--- config.mk ---
export PLATFORM = sky130hd
export DESIGN_NAME = serial_sub_16_flat
export DESIGN_NICKNAME = d
export VERILOG_FILES = /design/src/rtl/serial_sub_16_pkg.sv /design/src/rtl/serial_sub_16_if.sv /design/src/rtl/serial_sub_16_full_subtractor.sv /design/src/rtl/serial_sub_16.sv /design/src/flat_wrapper.sv
export SDC_FILE = /design/constraint.sdc
export NUM_CORES = 1
export LEC_CHECK = 0
export BUFFER_PORTS_ARGS = -buffer_cell sky130_fd_sc_hd__buf_2
export CAP_MARGIN = 40
export CORE_MARGIN = 5
export CORE_UTILIZATION = 55
export CTS_BUF_LIST = sky130_fd_sc_hd__clkbuf_4 sky130_fd_sc_hd__clkbuf_8
export DETAILED_ROUTE_END_ITERATION = 8
export PLACE_DENSITY = 0.79
export SETUP_SLACK_MARGIN = 0.5
export SLEW_MARGIN = 20
export SYNTH_ARGS = -nofsm -noshare
export SYNTH_HDL_FRONTEND = slang
export SYNTH_SLANG_ARGS = --single-unit
--- constraint.sdc ---
create_clock -name clk -period 1.94 [get_ports clk]
set_input_delay 0.291 -clock clk [delete_from_list [all_inputs] [get_ports clk]]
set_output_delay 0.291 -clock clk [all_outputs]
set_load 0.05 [all_outputs]
--- src/rtl/serial_sub_16_pkg.sv ---
// ---------------------------------------------------------------------------
// serial_sub_16_pkg
// Shared definitions for the bit-serial subtractor:
//   SUB_WIDTH  - default operand/result width
//   SUB_CNT_W  - bit-counter width for the default width
//   state_t    - controller states (IDLE, SHIFT)
// ---------------------------------------------------------------------------
package serial_sub_16_pkg;

    localparam int SUB_WIDTH = 16;
    localparam int SUB_CNT_W = $clog2(SUB_WIDTH);

    typedef enum logic {
        IDLE  = 1'b0,
        SHIFT = 1'b1
    } state_t;

endpackage : serial_sub_16_pkg

--- src/rtl/serial_sub_16_if.sv ---
// ---------------------------------------------------------------------------
// serial_sub_16_if
// Start/done handshake and operand/result bus of the serial subtractor.
//   start, a, b, bin       - request side (driven by the master)
//   busy, done, diff, bout - status/result side (driven by the subtractor)
// ---------------------------------------------------------------------------
interface serial_sub_16_if
    import serial_sub_16_pkg::*;
#(
    parameter int WIDTH = SUB_WIDTH
);

    logic             start;
    logic [WIDTH-1:0] a;
    logic [WIDTH-1:0] b;
    logic             bin;
    logic             busy;
    logic             done;
    logic [WIDTH-1:0] diff;
    logic             bout;

    modport master (
        output start, a, b, bin,
        input  busy, done, diff, bout
    );

    modport slave (
        input  start, a, b, bin,
        output busy, done, diff, bout
    );

endinterface : serial_sub_16_if

--- src/rtl/serial_sub_16_full_subtractor.sv ---
// ---------------------------------------------------------------------------
// full_subtractor
// Combinational 1-bit subtractor cell: computes ai - bi - br.
//   i_ai      - minuend bit
//   i_bi      - subtrahend bit
//   i_br      - borrow in
//   o_d       - difference bit
//   o_br_next - borrow out
// ---------------------------------------------------------------------------
module full_subtractor (
    input  logic i_ai,
    input  logic i_bi,
    input  logic i_br,
    output logic o_d,
    output logic o_br_next
);

    logic w_axb;

    assign w_axb     = i_ai ^ i_bi;
    assign o_d       = w_axb ^ i_br;
    // Borrow when bi exceeds ai, or when the bits are equal and a borrow ripples in.
    assign o_br_next = (~i_ai & i_bi) | (~w_axb & i_br);

endmodule : full_subtractor

--- src/rtl/serial_sub_16.sv ---
// ---------------------------------------------------------------------------
// serial_sub_16
// Bit-serial unsigned subtractor, LSB first: diff = a - b - bin, bout = borrow.
// One bit per clock; result appears WIDTH cycles after the accepted start and
// is held until the next operation completes.
//   clk   - clock, rising edge
//   rst_n - synchronous active-low reset
//   bus   - slave side of serial_sub_16_if (start/a/b/bin in,
//           busy/done/diff/bout out, all outputs registered)
// ---------------------------------------------------------------------------
module serial_sub_16
    import serial_sub_16_pkg::*;
#(
    parameter int WIDTH = SUB_WIDTH
) (
    input  logic            clk,
    input  logic            rst_n,
    serial_sub_16_if.slave  bus
);

    localparam int CNT_W = (WIDTH > 1) ? $clog2(WIDTH) : 1;
    localparam logic [CNT_W-1:0] LAST_CNT = CNT_W'(WIDTH - 1);

    state_t           r_state;
    logic [WIDTH-1:0] r_a;
    logic [WIDTH-1:0] r_b;
    logic [WIDTH-1:0] r_res;
    logic             r_br;
    logic [CNT_W-1:0] r_cnt;
    logic             r_busy;
    logic             r_done;
    logic [WIDTH-1:0] r_diff;
    logic             r_bout;

    logic             w_d;
    logic             w_br_next;
    logic [WIDTH-1:0] w_res_next;

    full_subtractor u_fs (
        .i_ai      (r_a[0]),
        .i_bi      (r_b[0]),
        .i_br      (r_br),
        .o_d       (w_d),
        .o_br_next (w_br_next)
    );

    // Result register fills from the MSB so that after WIDTH steps bit 0 sits at the LSB.
    assign w_res_next = {w_d, r_res[WIDTH-1:1]};

    // Controller and datapath: capture on start, one bit-step per SHIFT cycle, publish at the end.
    always_ff @(posedge clk) begin
        if (!rst_n) begin
            r_state <= IDLE;
            r_a     <= '0;
            r_b     <= '0;
            r_res   <= '0;
            r_br    <= 1'b0;
            r_cnt   <= '0;
            r_busy  <= 1'b0;
            r_done  <= 1'b0;
            r_diff  <= '0;
            r_bout  <= 1'b0;
        end else begin
            r_done <= 1'b0;
            case (r_state)
                IDLE: begin
                    if (bus.start) begin
                        r_a     <= bus.a;
                        r_b     <= bus.b;
                        r_br    <= bus.bin;
                        r_cnt   <= '0;
                        r_busy  <= 1'b1;
                        r_state <= SHIFT;
                    end else begin
                        r_state <= IDLE;
                    end
                end
                SHIFT: begin
                    r_res <= w_res_next;
                    r_a   <= r_a >> 1;
                    r_b   <= r_b >> 1;
                    r_br  <= w_br_next;
                    r_cnt <= r_cnt + CNT_W'(1);
                    if (r_cnt == LAST_CNT) begin
                        r_diff  <= w_res_next;
                        r_bout  <= w_br_next;
                        r_done  <= 1'b1;
                        r_busy  <= 1'b0;
                        r_state <= IDLE;
                    end else begin
                        r_state <= SHIFT;
                    end
                end
                default: begin
                    r_state <= IDLE;
                    r_busy  <= 1'b0;
                end
            endcase
        end
    end

    assign bus.busy = r_busy;
    assign bus.done = r_done;
    assign bus.diff = r_diff;
    assign bus.bout = r_bout;

endmodule : serial_sub_16

--- src/flat_wrapper.sv ---
// flat-port wrapper written by rule: the top's interface ports become plain ports
module serial_sub_16_flat import serial_sub_16_pkg::*;
#(
    parameter int WIDTH = SUB_WIDTH
)
  (clk, rst_n, bus_start, bus_a, bus_b, bus_bin, bus_busy, bus_done, bus_diff, bus_bout);
  serial_sub_16_if #(.WIDTH(WIDTH)) bus_i ();
  input  logic clk;
  input  logic rst_n;
  input wire logic [$bits(bus_i.start)-1:0] bus_start;
  input wire logic [$bits(bus_i.a)-1:0] bus_a;
  input wire logic [$bits(bus_i.b)-1:0] bus_b;
  input wire logic [$bits(bus_i.bin)-1:0] bus_bin;
  output wire logic [$bits(bus_i.busy)-1:0] bus_busy;
  output wire logic [$bits(bus_i.done)-1:0] bus_done;
  output wire logic [$bits(bus_i.diff)-1:0] bus_diff;
  output wire logic [$bits(bus_i.bout)-1:0] bus_bout;
  assign bus_i.start = bus_start;
  assign bus_i.a = bus_a;
  assign bus_i.b = bus_b;
  assign bus_i.bin = bus_bin;
  assign bus_busy = bus_i.busy;
  assign bus_done = bus_i.done;
  assign bus_diff = bus_i.diff;
  assign bus_bout = bus_i.bout;
  serial_sub_16 #(.WIDTH(WIDTH)) u_core (.clk(clk), .rst_n(rst_n), .bus(bus_i));
endmodule
After elaboration in Yosys (flattened, before gate mapping)
Index checks and enable logic that the tools add are counted.
- add/subtract/negate cells: 1
- equal/unequal tests: 3
- mux-type cells: 15
- bitwise logic cells: 8
- reductions and logical operators: 3
- operator list (operator ; number):
    case mux 16 bit (2 select lines) ; 2
    two-way mux 16 bit ; 2
    case mux 4 bit (2 select lines) ; 1
    two-way mux 1 bit ; 6
    case mux 1 bit (2 select lines) ; 3
    AND reduction 2 bit ; 3
    adder 4 x 1 -> 4 bit, second input constant ; 1
    equality test 4 bit, second input constant ; 1
    two-way mux 4 bit ; 1
    != test 2 bit, second input constant ; 2
    NOT 1 bit ; 3
    bitwise AND 1 bit ; 2
    XOR 1 bit ; 2
    OR 1 bit ; 1
- bits in registers: 73
- output and inout bits: 19
- word-level logic and storage cells: 40

Logic depth before layout (Yosys ltp)
Gate-level depths: netlist of run 1.
- word-level depth: 5
- depth in mapped cells: 6
- gate-level depth less buffers: 4

Cells and area by module
Synthesis of run 1 repeated with hierarchy kept, for this count alone.
- cell total of the unflattened synthesis: 307
- area, all modules: 3094.2 sq um
- by module, submodules not included (module ; instances ; cells each ; area an instance (sq um) ; seq. area each (sq um)):
    serial_sub_16 ; 1 ; 303 ; 3062.9 ; 1441.4
    full_subtractor ; 1 ; 4 ; 31.3 ; 0.0

Least setup slack after synthesis of run 1
No wires, ideal clock.
- path type: reg2reg
- start: reg u_core.r_cnt[0]
- end: reg u_core.r_diff[10], in the netlist u_core.bus.diff[10]
- library setup time: 0.117 ns
- arrival: 1.298 ns
- required time: 1.823 ns
- path slack: 0.525 ns
- stages on the path, launching flop included: 7
- clock period less this slack: 1.415 ns
- cell sequence: dfxtp_1 ha_1 nand4_2 and2_1 buf_6 buf_6 a22o_1
- cells in the longest elaborated chain, start to end: 2
- RTL lines (element ; RTL line ; RTL):
    start, declared ; serial_sub_16.sv:29 ; logic [CNT_W-1:0] r_cnt;
    start signal, assigned ; serial_sub_16.sv:83 ; r_cnt <= r_cnt + CNT_W'(1);
    equality test 4 bit ; serial_sub_16.sv:84 ; if (r_cnt == LAST_CNT) begin
    AND reduction 2 bit (no line) ; -- ;
    end signal, assigned ; serial_sub_16.sv:85 ; r_diff <= w_res_next;
    end, declared ; serial_sub_16.sv:32 ; logic [WIDTH-1:0] r_diff;
No other way between the ends.
A chain may end at the register's enable or synchronous reset.

Worst setup path after layout of run 1
- start: reg u_core.r_cnt[0]
- end: reg u_core.r_diff[14], in the netlist u_core.bus.diff[14]
The elaborated chain is that of the path after synthesis.

==> metrics, run 1 <==
count of flip-flops with a built-in enable after synthesis=0; synth unique cells=28; Startpoint Class=register; Synth Register Bits=about 70; most frequent cells in the layout=dfxtp_1 (71), buf_2 (54), nor2_1 (50), mux2i_1 (47), mux2_2 (30); IO buf count=54; slowest stage delay, CP=between 300 and 400 ps; clk_skew=about 7.2 ps; number of max-cap violations=0; DR DRC count=0; Die Area=6818 um^2; final setup vio count=0; Final ANT Viol Nets=0; DR iter-0 viols=54; diode count=0; NumNets Final=between 300 and 400; buffer and inverter count on the worst path=0; Power Total=2.877 mW; internal power=2.178 mW; Layout area overhead=17.19%; worst-margin pin slew=442.6 ps; Avg Inst Size Synth=approximately 11 um^2; Initial Util=between 50% and 60%; CTS Buf Count=9; clock slew at reported path FFs=approximately 70 ps; asr flop ratio synth=0%; worst endpoint data arrival time=approximately 1600 ps; Tcrit/Tclk final=between 60% and 70%; f_max=between 0.7 and 0.8 GHz; post-DR wirelength/cell=13.24 um; core area=between 5000 and 6000 um^2; Static Leakage=about 1.5 nW; final hold violations=0; First-pass DRT Iterations=3; global-route wire length before repair=~8700 um; main combinational cell family by area after synthesis=multiplexers; Cell Count Post-Placement=about 380; worst r2r src=u_core.r_cnt[0]$_SDFFE_PN0P_; CTS Root Cell=clkbuf_8; Clock Power Share=a little over a third; Setup crit end kind=register; simple-gate area share of the yosys netlist=under 10%; Worst path top cell family by delay=simple AND/OR/NAND/NOR gates; relative slew slack=about 70%; Final TNS setup=0 ps; TritonCTS clock tree=done; Post-Route WL=a little over 5000 um; worst-path fanout max=19; RSZ-0062 raised after global routing=no; Synth Area in Compound Gates=around 7.3%; total grt overflow=0; Tmin final=approximately 1300 ps; row count=26; register area share after synthesis=between 40 and 50%; adder and majority gate portion of the synthesized area=around 1.1%; main flop type after synthesis=dfxtp_1; hold buffers post-CTS=0; critical path's slowest cell=dfxtp_1; initial antenna violation count=0; H-tree depth=3; Cells after Synth=between 200 and 300; worst-case clock buffer depth=2; XOR/XNOR Fraction of Synth Area=less than 1%; Post-Layout Cell Count=392; clock latency on the worst-skew pair=about 340 ps; DP HPWL=around 3600 um; sw frac=about a quarter; area of the mapped netlist=just under 3000 um^2; multiplexer share of the synthesized area=between 20% and 30%; origin of the worst min-delay path=bus_b[15]; Cell Chain, Critical Path=ha_1, nand4_2, and2_4, a22o_1; boundary pin count=55; Crit Path Class=reg -> reg; vias in the first global route=roughly 2.0k; Num Clock Sinks=72; commonest non-fill, non-tap cell in the layout=dfxtp_1; GRT Resource Usage Total=between 15 and 20%; switching power=~0.70 mW; via count=2009; vias per cell=between 5 and 6; Synthesized Nets=between 300 and 400; status=completed; Fin Hold WS=approximately 190 ps; Vert. Die Dim=82.57 um; Power Density=roughly 850 nW/um^2; GP Congestion=0.7044; Max Transition Viols Final=0; largest net degree at the start of global routing=31; VDD IR max=approximately 0.51 mV; Synthesis Warnings=0; Critical Path Start=u_core.r_cnt[0]$_SDFFE_PN0P_; Min-Delay Path Class=in -> reg; Logic pwr share=10.1%; share of cells above drive strength 1=between 30% and 40%; Reg power frac=between 50% and 60%; Critical Path RT=between 2000 and 2500 ps; die extent in x=around 83 um
[state kept, by name, indices dropped and copies added (netlist names)]
register / flops
u_core.bus.bout: 1
u_core.bus.busy: 1
u_core.bus.diff: 16
u_core.bus.done: 1
u_core.r_a: 16
u_core.r_b: 16
u_core.r_br: 1
u_core.r_cnt: 4
u_core.r_res: 15
u_core.r_state: 1
[tightest hold or removal path, cell delays in order]
cell     delay, ps
buf_2           70
mux2i_1         50
nor2_1          70
[final cells by class]
type,instances,area (um^2)
fill,428,1713
sequential,72,1445
multi-input combinational,170,1336
timing repair buffer,61,339.1
clock buffer,10,137.6
tap,70,87.58
clock inverter,5,33.78
inverter,4,15.01
[per-layer routing]
layer,global-route usage (%),wire [um],up-vias
li1,-,-,1021
met3,4.338,226,13
met2,28.13,2489,42
met5,0,0,-
met4,10.62,130,0
met1,19.11,2342,933
[timing repair]
item / 4_1_cts / 5_1_grt
cloned: 0 / 0
buffers inserted: 0 / 0
resized for setup: 2 / 1
endpoints found under the setup margin: 19 / 8
[cell usage after synthesis (2+ instances only)]
master | n | area [um^2]
dfxtp_1 | 72 | 1441
nor2_1 | 50 | 187.7
mux2i_1 | 47 | 470.5
mux2_2 | 30 | 337.8
a22o_1 | 16 | 140.1
buf_2 | 10 | 50.05
clkbuf_1 | 5 | 18.77
a21oi_1 | 4 | 20.02
inv_1 | 3 | 11.26
nor2b_1 | 3 | 18.77
nor3b_1 | 3 | 22.52
o21a_1 | 3 | 22.52
a211oi_1 | 2 | 15.01
buf_4 | 2 | 15.01
buf_6 | 2 | 22.52
[final timing paths]
path / end / slack [ps] / cells after the start
max: u_core.bus.diff[14]$_SDFFE_PN0P_ / 590 / 4
min: u_core.r_b[15]$_SDFFE_PN0P_ / 190 / 3
max reg2reg: u_core.bus.diff[14]$_SDFFE_PN0P_ / 590 / 4
min reg2reg: u_core.bus.diff[8]$_SDFFE_PN0P_ / 480 / 1
[per-stage QoR]
step,setup WS (ps),cell area [um^2],utilization (%)
finish,592.9,3395,66.46
floorplan,525.2,2897,-
global placement,404.1,3217,62.98
CTS,573.7,3391,66.39
detailed placement,360.5,3217,62.98
global route,501.4,3395,66.46
[kinds of logic after synthesis]
logic type	after synthesis
AND/OR/NAND/NOR	63
multiplexers	77
XOR/XNOR	1
flip-flops	72
AO/OA/AOI/OAI	27
adder cells (fa/ha/maj)	2
buffers and inverters	23
[power by group through the flow]
stage	clock (mW)	combinational [mW]	sequential, mW
6_report	1.01	0.291	1.57
5_1_grt	1.13	0.322	1.58
4_1_cts	1.05	0.295	1.57
3_5_place_dp	0	0.291	1.60
3_3_place_gp	0	0.284	1.60
2_1_floorplan	0	0.230	1.59
Note: power is estimated with default switching activity, not from simulation.
==> run 2: changes to the inputs <==
CORE_UTILIZATION = 51   (was 55)
PLACE_DENSITY = 0.77   (was 0.79)
clock period = 1.2 ns   (was 1.94 ns; I/O delays follow)
==> run 2 against run 1 <==
Compared with the run above:
- utilization increased by 10 points
- clock skew increased by 2.6 ps
- sequential power increased by 61%
- non-clock buffer count increased by 22
- routed wire length increased by 33%
- clock power increased by 130%
- critical path type unchanged
- largest cell class is now multi-input combinational cells
==> metrics, run 2 (same netlist as run 1, synthesis figures left out) <==
NumNets Final=381 (was 356); GP Congestion=0.7109 (was 0.7044); VDD IR max=1.366 mV (was 0.5111 mV); First-pass DRT Iterations=4 (was 3); initial antenna violation count=0 (unchanged); Setup crit end kind=register (unchanged); die extent in x=85.36 um (was 82.57 um); post-DR wirelength/cell=16.40 um (was 13.24 um); worst-path fanout max=6 (was 19); Power Total=5.560 mW (was 2.877 mW); Critical Path RT=1440 ps (was 2170 ps); Post-Layout Cell Count=420 (was 392); Crit Path Class=reg -> reg (unchanged); share of cells above drive strength 1=52.01% (was 34.16%); Tmin final=1187 ps (was 1347 ps); Final ANT Viol Nets=0 (unchanged); vias per cell=5.288 (was 5.125); clock slew at reported path FFs=80 ps (was 70 ps); Cell Count Post-Placement=384 (was 377); Num Clock Sinks=72 (unchanged); worst endpoint data arrival time=1420 ps (was 1580 ps); row count=27 (was 26); Post-Route WL=6890 um (was 5189 um); clock latency on the worst-skew pair=350 ps (was 340 ps); worst-margin pin slew=249.4 ps (was 442.6 ps); CTS Root Cell=clkbuf_8 (unchanged); H-tree depth=3 (unchanged); Min-Delay Path Class=in -> reg (unchanged); DP HPWL=3653 um (was 3564 um); Static Leakage=1.809 nW (was 1.530 nW); final hold violations=0 (unchanged); vias in the first global route=2249 (was 2000); CTS Buf Count=9 (unchanged); IO buf count=54 (unchanged); DR iter-0 viols=74 (was 54); global-route wire length before repair=10870 um (was 8687 um); relative slew slack=82.90% (was 70.49%); worst-case clock buffer depth=2 (unchanged); most frequent cells in the layout=nor2_1 (49), dfxtp_1 (47), mux2i_1 (41), buf_2 (35), mux2_2 (30) (was dfxtp_1 (71), buf_2 (54), nor2_1 (50), mux2i_1 (47), mux2_2 (30)); DR DRC count=0 (unchanged); clk_skew=9.865 ps (was 7.237 ps); number of max-cap violations=0 (unchanged); TritonCTS clock tree=done (unchanged); diode count=0 (unchanged); Vert. Die Dim=85.36 um (was 82.57 um); final setup vio count=0 (unchanged); f_max=0.8423 GHz (was 0.7424 GHz); number of fill cells=318 (was 428); total grt overflow=0 (unchanged); status=completed (unchanged); Power Density=1321 nW/um^2 (was 847.5 nW/um^2); commonest non-fill, non-tap cell in the layout=nor2_1 (was dfxtp_1); hold buffers post-CTS=0 (unchanged); boundary pin count=55 (unchanged); RSZ-0062 raised after global routing=yes (was no); Die Area=7286 um^2 (was 6818 um^2); largest net degree at the start of global routing=18 (was 31); Max Transition Viols Final=0 (unchanged); Finished Core Util=76.46% (was 66.46%); Layout area overhead=45.36% (was 17.19%); via count=2221 (was 2009); Tcrit/Tclk final=98.93% (was 69.44%); GRT Resource Usage Total=19.14% (was 16.86%); Fin Hold WS=101.5 ps (was 190.7 ps); Startpoint Class=register (unchanged); Initial Util=52.60% (was 56.71%); core area=5507 um^2 (was 5107 um^2)
-- run 2: changes by cell type in the layout (fill, tap and decap cells not counted), moves of 5 or more --
cell / change
buf_12: +7
mux2i_2: +5
dfxtp_2: +23
buf_4: +6
mux2i_1: -6
buf_8: +20
dfxtp_1: -24
buf_2: -19
-- run 2: worst max-delay path, stage by stage (launching register included) --
cell and delay [ps]:
dfxtp_2 360, ha_4 150, nand4_4 130, and2_4 210, a22o_1 220
-- run 2: path summary, 6_finish.rpt --
kind,startpoint,endpoint,slack [ps],cells after the start
max,u_core.r_cnt[0]$_SDFFE_PN0P_,u_core.bus.diff[14]$_SDFFE_PN0P_,10,4
min reg2reg,u_core.bus.busy$_SDFFE_PN0P_,u_core.bus.busy$_SDFFE_PN0P_,480,1
min,bus_a[15],u_core.r_a[15]$_SDFFE_PN0P_,100,3
max reg2reg,u_core.r_cnt[0]$_SDFFE_PN0P_,u_core.bus.diff[14]$_SDFFE_PN0P_,10,4
-- run 2: power breakdown --
group	leakage [nW]	internal, mW	switching, mW	total (mW)
Clock	0.119	1.38	0.945	2.33
Combinational	1.09	0.403	0.294	0.697
Sequential	0.599	2.48	0.0594	2.53
Total	1.81	4.26	1.30	5.56
-- run 2: metrics by stage --
stage | TNS [ps] | setup slack [ps] | cell area (um^2)
finish | 0 | 12.84 | 4210
detailed placement | 0 | 11.90 | 3371
CTS | 0 | 56.21 | 4083
floorplan | -581.8 | -79.05 | 3054
global placement | 0 | 36.58 | 3371
global route | -349.4 | -43.51 | 4210
-- run 2: routing by layer --
layer	GRT usage (%)	vias up	routed length [um]
met1	22.30	1070	2800
li1	-	1084	-
met3	6.505	11	415
met4	6.763	0	120
met5	0	-	0
met2	32.63	56	3554
-- run 2: cell type report --
class | count | area [um^2] | area share (%)
tap | 72 | 90.09 | 2.140
clock inverter | 7 | 120.1 | 2.853
inverter | 4 | 15.01 | 0.3566
multi-input combinational | 173 | 1488 | 35.33
clock buffer | 9 | 123.9 | 2.942
timing repair buffer | 83 | 895.9 | 21.28
sequential | 72 | 1478 | 35.10
-- run 2: timing repair --
item                                    in CTS  in global routing
hold endpoints to repair                     0                  0
setup buffers                               11                  1
endpoints found under the setup margin      91                 91
cloned                                       6                  2
pin swaps                                   20                  5
resized for setup                           88                 17
